==> src/rtl/quad_encoder_if.sv <==
`default_nettype none
// ============================================================================
// Module      : quad_encoder_if
// Description : Avalon-MM quadrature encoder peripheral: sync, glitch filter,
//               4x decode, position counter and windowed velocity.
// Revision    : 1.0 - initial release
// ============================================================================
module quad_encoder_if #(
    parameter int FILTER_LEN     = 4,
    parameter int WINDOW_DEFAULT = 500000
) (
    input  logic        clk,
    input  logic        reset_n,
    input  logic [1:0]  address,
    input  logic        read,
    input  logic        write,
    input  logic [31:0] writedata,
    output logic [31:0] readdata,
    input  logic        enc_a,
    input  logic        enc_b
);

    localparam logic [0:0]  c_st_init     = 1'b0;
    localparam logic [0:0]  c_st_run      = 1'b1;
    localparam logic [4:0]  c_init_last   = 5'(FILTER_LEN + 1);
    localparam logic [3:0]  c_filt_last   = 4'(FILTER_LEN - 1);
    localparam logic [31:0] c_win_default = 32'(WINDOW_DEFAULT);

    // Channel vectors are packed {A, B}: bit1 = A, bit0 = B.
    logic [1:0]  w_raw;
    logic [1:0]  r_sync1;
    logic [1:0]  r_sync2;
    logic [1:0]  w_filt;
    logic [1:0]  r_prev;
    logic [0:0]  r_state;
    logic [0:0]  w_state_nxt;
    logic [4:0]  r_init_cnt;
    logic [1:0]  w_delta;
    logic        w_fwd;
    logic        w_rev;
    logic        w_illegal;
    logic [31:0] w_step32;
    logic [16:0] w_acc_wide;
    logic [15:0] w_acc_sum;
    logic [31:0] r_position;
    logic [15:0] r_velocity;
    logic [15:0] r_acc;
    logic [31:0] r_win_len;
    logic [31:0] r_win_cnt;
    logic        r_err;
    logic        r_dir;
    logic        w_wr_pos;
    logic        w_wr_stat;
    logic        w_wr_win;

    assign w_raw = {enc_a, enc_b};

    always_ff @(posedge clk or negedge reset_n) begin
        if (!reset_n) begin
            r_sync1 <= 2'b00;
            r_sync2 <= 2'b00;
            r_prev  <= 2'b00;
        end else begin
            r_sync1 <= w_raw;
            r_sync2 <= r_sync1;
            r_prev  <= w_filt;
        end
    end

    generate
        for (genvar gi = 0; gi < 2; gi++) begin : g_filter
            logic [3:0] r_cnt;
            logic       r_bit;
            always_ff @(posedge clk or negedge reset_n) begin
                if (!reset_n) begin
                    r_cnt <= 4'd0;
                    r_bit <= 1'b0;
                end else if (r_state == c_st_init) begin
                    // Track the pins directly so a non-zero idle level is not seen as a step.
                    r_cnt <= 4'd0;
                    r_bit <= r_sync2[gi];
                end else if (r_sync2[gi] == r_bit) begin
                    r_cnt <= 4'd0;
                end else if (r_cnt == c_filt_last) begin
                    r_cnt <= 4'd0;
                    r_bit <= r_sync2[gi];
                end else begin
                    r_cnt <= r_cnt + 4'd1;
                end
            end
            assign w_filt[gi] = r_bit;
        end
    endgenerate

    always_ff @(posedge clk or negedge reset_n) begin
        if (!reset_n) begin
            r_state    <= c_st_init;
            r_init_cnt <= 5'd0;
        end else begin
            r_state <= w_state_nxt;
            if (r_state == c_st_init) begin
                r_init_cnt <= r_init_cnt + 5'd1;
            end
        end
    end

    always_comb begin
        w_state_nxt = r_state;
        if (r_state == c_st_init && r_init_cnt == c_init_last) begin
            w_state_nxt = c_st_run;
        end
    end

    function automatic logic [1:0] f_phase(input logic [1:0] ab);
        case (ab)
            2'b00:   f_phase = 2'd0;
            2'b01:   f_phase = 2'd1;
            2'b11:   f_phase = 2'd2;
            default: f_phase = 2'd3;
        endcase
    endfunction

    // Phase difference modulo 4: 1 = forward, 3 = reverse, 2 = both pins moved.
    assign w_delta = f_phase(w_filt) - f_phase(r_prev);

    always_comb begin
        w_fwd     = 1'b0;
        w_rev     = 1'b0;
        w_illegal = 1'b0;
        if (r_state == c_st_run) begin
            case (w_delta)
                2'd1:    w_fwd     = 1'b1;
                2'd3:    w_rev     = 1'b1;
                2'd2:    w_illegal = 1'b1;
                default: ;
            endcase
        end
    end

    assign w_step32   = w_fwd ? 32'd1 : (w_rev ? 32'hFFFF_FFFF : 32'd0);
    assign w_acc_wide = {r_acc[15], r_acc} + w_step32[16:0];
    assign w_acc_sum  = (w_acc_wide[16] != w_acc_wide[15]) ?
                        (w_acc_wide[16] ? 16'h8000 : 16'h7FFF) : w_acc_wide[15:0];

    assign w_wr_pos  = write && (address == 2'd0);
    assign w_wr_stat = write && (address == 2'd2);
    assign w_wr_win  = write && (address == 2'd3) && (writedata != 32'd0);

    always_ff @(posedge clk or negedge reset_n) begin
        if (!reset_n) begin
            r_position <= 32'd0;
            r_err      <= 1'b0;
            r_dir      <= 1'b0;
        end else begin
            r_position <= w_wr_pos ? writedata : r_position + w_step32;
            if (w_illegal) begin
                r_err <= 1'b1;
            end else if (w_wr_stat && writedata[0]) begin
                r_err <= 1'b0;
            end
            if (w_fwd) begin
                r_dir <= 1'b1;
            end else if (w_rev) begin
                r_dir <= 1'b0;
            end
        end
    end

    always_ff @(posedge clk or negedge reset_n) begin
        if (!reset_n) begin
            r_velocity <= 16'd0;
            r_acc      <= 16'd0;
            r_win_len  <= c_win_default;
            r_win_cnt  <= c_win_default - 32'd1;
        end else if (w_wr_win) begin
            r_win_len <= writedata;
            r_win_cnt <= writedata - 32'd1;
            r_acc     <= 16'd0;
        end else if (r_win_cnt == 32'd0) begin
            r_velocity <= w_acc_sum;
            r_acc      <= 16'd0;
            r_win_cnt  <= r_win_len - 32'd1;
        end else begin
            r_acc     <= w_acc_sum;
            r_win_cnt <= r_win_cnt - 32'd1;
        end
    end

    always_ff @(posedge clk or negedge reset_n) begin
        if (!reset_n) begin
            readdata <= 32'd0;
        end else if (read) begin
            case (address)
                2'd0:    readdata <= r_position;
                2'd1:    readdata <= {{16{r_velocity[15]}}, r_velocity};
                2'd2:    readdata <= {28'd0, w_filt[0], w_filt[1], r_dir, r_err};
                default: readdata <= r_win_len;
            endcase
        end
    end

endmodule
`default_nettype wire

==> config.mk <==
export PLATFORM = sky130hd
export DESIGN_NAME = quad_encoder_if
export DESIGN_NICKNAME = d
export VERILOG_FILES = /design/src/rtl/quad_encoder_if.sv
export SDC_FILE = /design/constraint.sdc
export NUM_CORES = 1
export LEC_CHECK = 0
export CORE_AREA = 4 4 154 156
export CTS_BUF_LIST = sky130_fd_sc_hd__clkbuf_4
export CTS_CLUSTER_DIAMETER = 80
export DETAILED_ROUTE_END_ITERATION = 10
export DIE_AREA = 0 0 158 160
export PLACE_DENSITY = 0.68
export SETUP_SLACK_MARGIN = 0.02
export SKIP_CTS_REPAIR_TIMING = 1
export SLEW_MARGIN = 0
export SYNTH_ARGS = -nofsm -noshare
export SYNTH_HDL_FRONTEND = slang
export SYNTH_SLANG_ARGS = --single-unit
==> constraint.sdc <==
create_clock -name clk -period 5.7 [get_ports clk]
set_clock_uncertainty 0.1 [all_clocks]
set_input_delay 1.14 -clock clk [delete_from_list [all_inputs] [get_ports clk]]
set_output_delay 1.14 -clock clk [all_outputs]
set_load 0.02 [all_outputs]
==> results summary <==
The flow ran to the end, and the final reports show no timing, DRC or antenna violations. Of the total synthesized cell area, the portion taken by AND, OR, NAND and NOR gates is 25.0%. The peak clock frequency supported by timing came out at 204 MHz.

Final hold analysis gives a worst-case slack of between 0.2 and 0.3 ns. For this block, the via count after detailed routing is 9841. The height of the die came out at 160 um. The overall routed net length is 32.7 mm. The data required time of the critical path came out at 6.13 ns. The element type at the critical path start is a register.

The combinational family with the most area after synthesis is simple AND/OR/NAND/NOR gates. The static leakage came out at approximately 5 nW. STA classifies the critical path endpoint as a register. The H-tree was split into 4 levels. The adder-cell share of the synthesized area is 2.24%. The number of distinct library cells after synthesis came out at 79.

The period utilization is between 80 and 90%. The setup path with the least slack is of type register to register. The effective utilization at floorplan came out at roughly half. The floorplan row count is 55. CTS placed an instance of sky130_fd_sc_hd__clkbuf_4 at the clock tree root.

The number of cells produced by synthesis is 1274. The final estimated routing congestion in global placement is about 0.94. The initial antenna violation count is 1. The number of buffers created by CTS is 17. The half-perimeter wire length after placement is 23.4 mm. The number of flops mapped to enable cells by yosys came out at 0. The synthesized area came out at 11000 um^2. The die covers 25300 um^2.

The detailed-router iteration count before antenna repair came out at 5. The share of the yosys chip area belonging to registers is between 40% and 50%. Setup repair after global routing left no endpoint under its margin. The final layout contains 1366 nets. For this run, asynchronously set or reset flops after synthesis account for between 90% and 100%. The relative slew slack came out at 35.2%.

The die width came out at 158 um. The number of nets with antenna violations after routing came out at 0. The type of the worst min-delay path is register to register.

The synthesized netlist devotes 15.2% of its cell area to compound gates. The count of max-cap constraint violations came out at 0. Counting buffers and inverters, the worst setup path is 16 cells deep. The clock sink count came out at 184. The share of cell area taken by muxes after synthesis is between 4 and 5%.

The final sum of negative setup slack came out at 0 ns. The total of warnings raised by yosys came out at 0. The worst hold path passes through 0 cells.

No sink is reached through more buffers than the 2 on the longest clock path. The maximum net fanout on the critical path came out at 13. Input and output buffers added on the ports amount to 71. For this run, the total global-route usage over all layers was measured as a little over a quarter. The clock slew at the register clock pins of the worst setup and hold paths came out at 0.16 ns. The power per standard cell area came out at 673 nW/um^2. For the finished layout, the period the worst path requires is just under 5 ns. In this run, synthesis produced a sequential element count of 184. For this run, design rule violations remaining after detail routing come to 0. The net count after synthesis came out at around 1300. The flip-flop cell with the highest count after synthesis is sky130_fd_sc_hd__dfrtp_1.

The count of final hold-check violations came out at 0. The area of the placeable core came out at 22400 um^2. The post-route netlist has 8.11% of its cells at a drive strength greater than 1. After Yosys synthesis, XOR and XNOR cells account for ~7.6% of the synthesized area. The per-instance average area after synthesis came out at 8.61 um^2. The number of pins exceeding their max-slew limit in the final report was 0. The I/O pin total is 72. The total congestion overflow came out at 0.

Dividing the detail-routed wire length by the instance count gives 20.3 um. Among cell families on the critical path, the largest total delay comes from simple AND/OR/NAND/NOR gates. Together, buffers and inverters on the worst path number 4.

Dividing the detail-routed via count by the number of cells gives 6.13. The largest vdd supply drop is 0.000968 V. Walking the worst path, the cells encountered are inv_1 -> ha_1 -> ha_1 -> xor3_1 -> buf_4 -> nand2_1 -> inv_1 -> ha_1 -> a21oi_1 -> nand2_1 -> or4_1 -> a21oi_1 -> inv_1 -> a31oi_1 -> nand3_1 -> nor2_1.

The slowest stage of the critical path belongs to the cell sky130_fd_sc_hd__dfrtp_1. TritonCTS built the clock tree. Setup violations remaining at the end of the flow were counted as 0. At the later pin of the worst-skew pair, clock insertion delay measures just over 0.6 ns.

Entering global routing, the biggest net connects 117 pins. The critical path arrival is 5.32 ns. The first routing iteration left roughly 950 violations. The delay of the slowest cell on the worst path is between 0.5 and 0.6 ns.

Relative to the synthesized area, the layout overhead comes to 11.5%. The fill cell total of the finished layout is 2086. The first global-routing pass estimated between 50 and 60 mm of wire. The number of global-route vias before repair was 9483.

At the pin with the least slew margin, the transition time is 0.972 ns. The path depth of the worst reg2reg path came out at 16.
layout by cell type (no fill, tap or decap), types with 5 or more instances in the layout:
cell type / count
sky130_fd_sc_hd__nand2_1: 197
sky130_fd_sc_hd__dfrtp_1: 166
sky130_fd_sc_hd__nor2_1: 147
sky130_fd_sc_hd__a21oi_1: 86
sky130_fd_sc_hd__o21ai_0: 82
sky130_fd_sc_hd__clkdlybuf4s50_1: 69
sky130_fd_sc_hd__xnor2_1: 54
sky130_fd_sc_hd__nor3_1: 46
sky130_fd_sc_hd__xor2_1: 36
sky130_fd_sc_hd__nand3_1: 33
sky130_fd_sc_hd__mux2i_1: 28
sky130_fd_sc_hd__buf_4: 24
sky130_fd_sc_hd__nor4_1: 21
sky130_fd_sc_hd__or3_1: 20
sky130_fd_sc_hd__a221oi_1: 19
sky130_fd_sc_hd__ha_1: 18
sky130_fd_sc_hd__dfstp_2: 18
sky130_fd_sc_hd__nand4_1: 17
sky130_fd_sc_hd__clkbuf_4: 17
sky130_fd_sc_hd__and3_1: 16
sky130_fd_sc_hd__inv_1: 15
sky130_fd_sc_hd__or4_1: 13
sky130_fd_sc_hd__a31oi_1: 13
sky130_fd_sc_hd__mux2_2: 10
sky130_fd_sc_hd__nor3b_1: 9
sky130_fd_sc_hd__and2_1: 8
sky130_fd_sc_hd__o31ai_1: 7
sky130_fd_sc_hd__nand2b_1: 7
sky130_fd_sc_hd__and4_1: 6
sky130_fd_sc_hd__o211ai_1: 5
sky130_fd_sc_hd__nand3b_1: 5
sky130_fd_sc_hd__a21o_1: 5
sky130_fd_sc_hd__a32oi_1: 5
sky130_fd_sc_hd__or2_2: 5
sky130_fd_sc_hd__inv_6: 5
cells by family after synthesis:
logic type / after synthesis
muxes: 42
adders and majority gates: 19
AOI/OAI and AO/OA: 270
xor gates and xnor gates: 92
buffers and inverters: 96
and+or+nand+nor: 571
DFF: 184
sequential cells by signal, summed over array words and instances (netlist names), 5 cells and up:
name and count:
r_win_cnt 32, r_acc 16, r_position 32, r_win_len 32, r_velocity 16, readdata 32, g_filter.r_cnt 8, r_init_cnt 5
metal layers:
metal,up-vias,GRT usage [%],part of all wire [%]
met1,4734,39.3,46
met2,447,41.0,46
met5,-,0,0
li1,4609,-,-
met3,51,4.39,6.7
met4,0,5.31,2.0
synth_stat cells, types with 4 or more instances:
master	instances	share of area (%)
sky130_fd_sc_hd__mux2i_1	28	2.6
sky130_fd_sc_hd__mux2_2	10	1.0
sky130_fd_sc_hd__o31ai_1	7	0.48
sky130_fd_sc_hd__nand2b_1	7	0.40
sky130_fd_sc_hd__dfstp_2	18	4.3
sky130_fd_sc_hd__o21a_1	4	0.27
sky130_fd_sc_hd__dfrtp_1	166	38
sky130_fd_sc_hd__and4_1	6	0.48
sky130_fd_sc_hd__o211ai_1	5	0.34
sky130_fd_sc_hd__o21ai_0	82	3.7
sky130_fd_sc_hd__or2_2	5	0.29
sky130_fd_sc_hd__and3_1	16	0.91
sky130_fd_sc_hd__a41oi_1	4	0.32
sky130_fd_sc_hd__nand2_1	198	6.8
sky130_fd_sc_hd__nor3b_1	9	0.62
sky130_fd_sc_hd__clkbuf_1	64	2.2
sky130_fd_sc_hd__a31oi_1	13	0.74
sky130_fd_sc_hd__a32oi_1	5	0.40
sky130_fd_sc_hd__buf_1	12	0.41
sky130_fd_sc_hd__nor4_1	21	1.2
sky130_fd_sc_hd__a221oi_1	19	1.5
sky130_fd_sc_hd__buf_2	5	0.23
sky130_fd_sc_hd__xnor2_1	54	4.3
sky130_fd_sc_hd__and2_1	8	0.46
sky130_fd_sc_hd__or4_1	13	0.89
sky130_fd_sc_hd__xor2_1	36	2.9
sky130_fd_sc_hd__nor3_1	46	2.1
sky130_fd_sc_hd__inv_1	15	0.51
sky130_fd_sc_hd__nand3b_1	5	0.34
sky130_fd_sc_hd__mux4_2	4	0.82
sky130_fd_sc_hd__a21oi_1	86	3.9
sky130_fd_sc_hd__ha_1	18	2.1
sky130_fd_sc_hd__nand3_1	33	1.5
sky130_fd_sc_hd__a21o_1	5	0.34
sky130_fd_sc_hd__nand4_1	17	0.97
sky130_fd_sc_hd__or3_1	20	1.1
sky130_fd_sc_hd__nor2_1	147	5.0
per-stage QoR:
step                      instance area (um^2)  power, mW  instances  util [%]  worst slack [ns]
after floorplan                          11000       5.98       1274         -             0.863
after global placement                   11900       7.26       1573      53.3             0.761
after detailed placement                 11900       7.35       1573      53.3             0.682
after CTS                                12200       8.19       1605      54.7             0.803
after global routing                     12200       9.02       1606      54.7             0.375
final                                    12200       8.23       1606      54.7             0.809
area by class of cell:
class | count | area, um^2 | area share [%]
Antenna cell | 1 | 2.50 | 0.0205
Clock buffer | 17 | 128 | 1.04
Clock inverter | 15 | 186 | 1.52
Inverter | 15 | 56.3 | 0.460
Multi-Input combinational cell | 994 | 5990 | 48.9
Sequential cell | 184 | 4630 | 37.8
Tap cell | 285 | 357 | 2.92
Timing Repair Buffer | 95 | 890 | 7.27
final timing paths:
check                      slack, ns            end               from
setup / recovery                0.81       r_acc[5]  g_filter[0].r_bit
hold / removal                  0.27     r_sync2[1]         r_sync1[1]
setup reg to reg                0.81       r_acc[5]  g_filter[0].r_bit
hold reg to reg                 0.27     r_sync2[1]         r_sync1[1]
max in group asynchronous       3.86  r_win_len[15]            reset_n
min in group asynchronous       0.54       r_acc[0]            reset_n
report_power, final:
group	total [mW]	switching, mW	internal [mW]	leakage, nW
Clock	0.815	0.500	0.315	0.169
Sequential	2.23	0.492	1.73	2.22
Combinational	5.19	3.19	2.00	2.62
(Power assumes the default switching activity.)
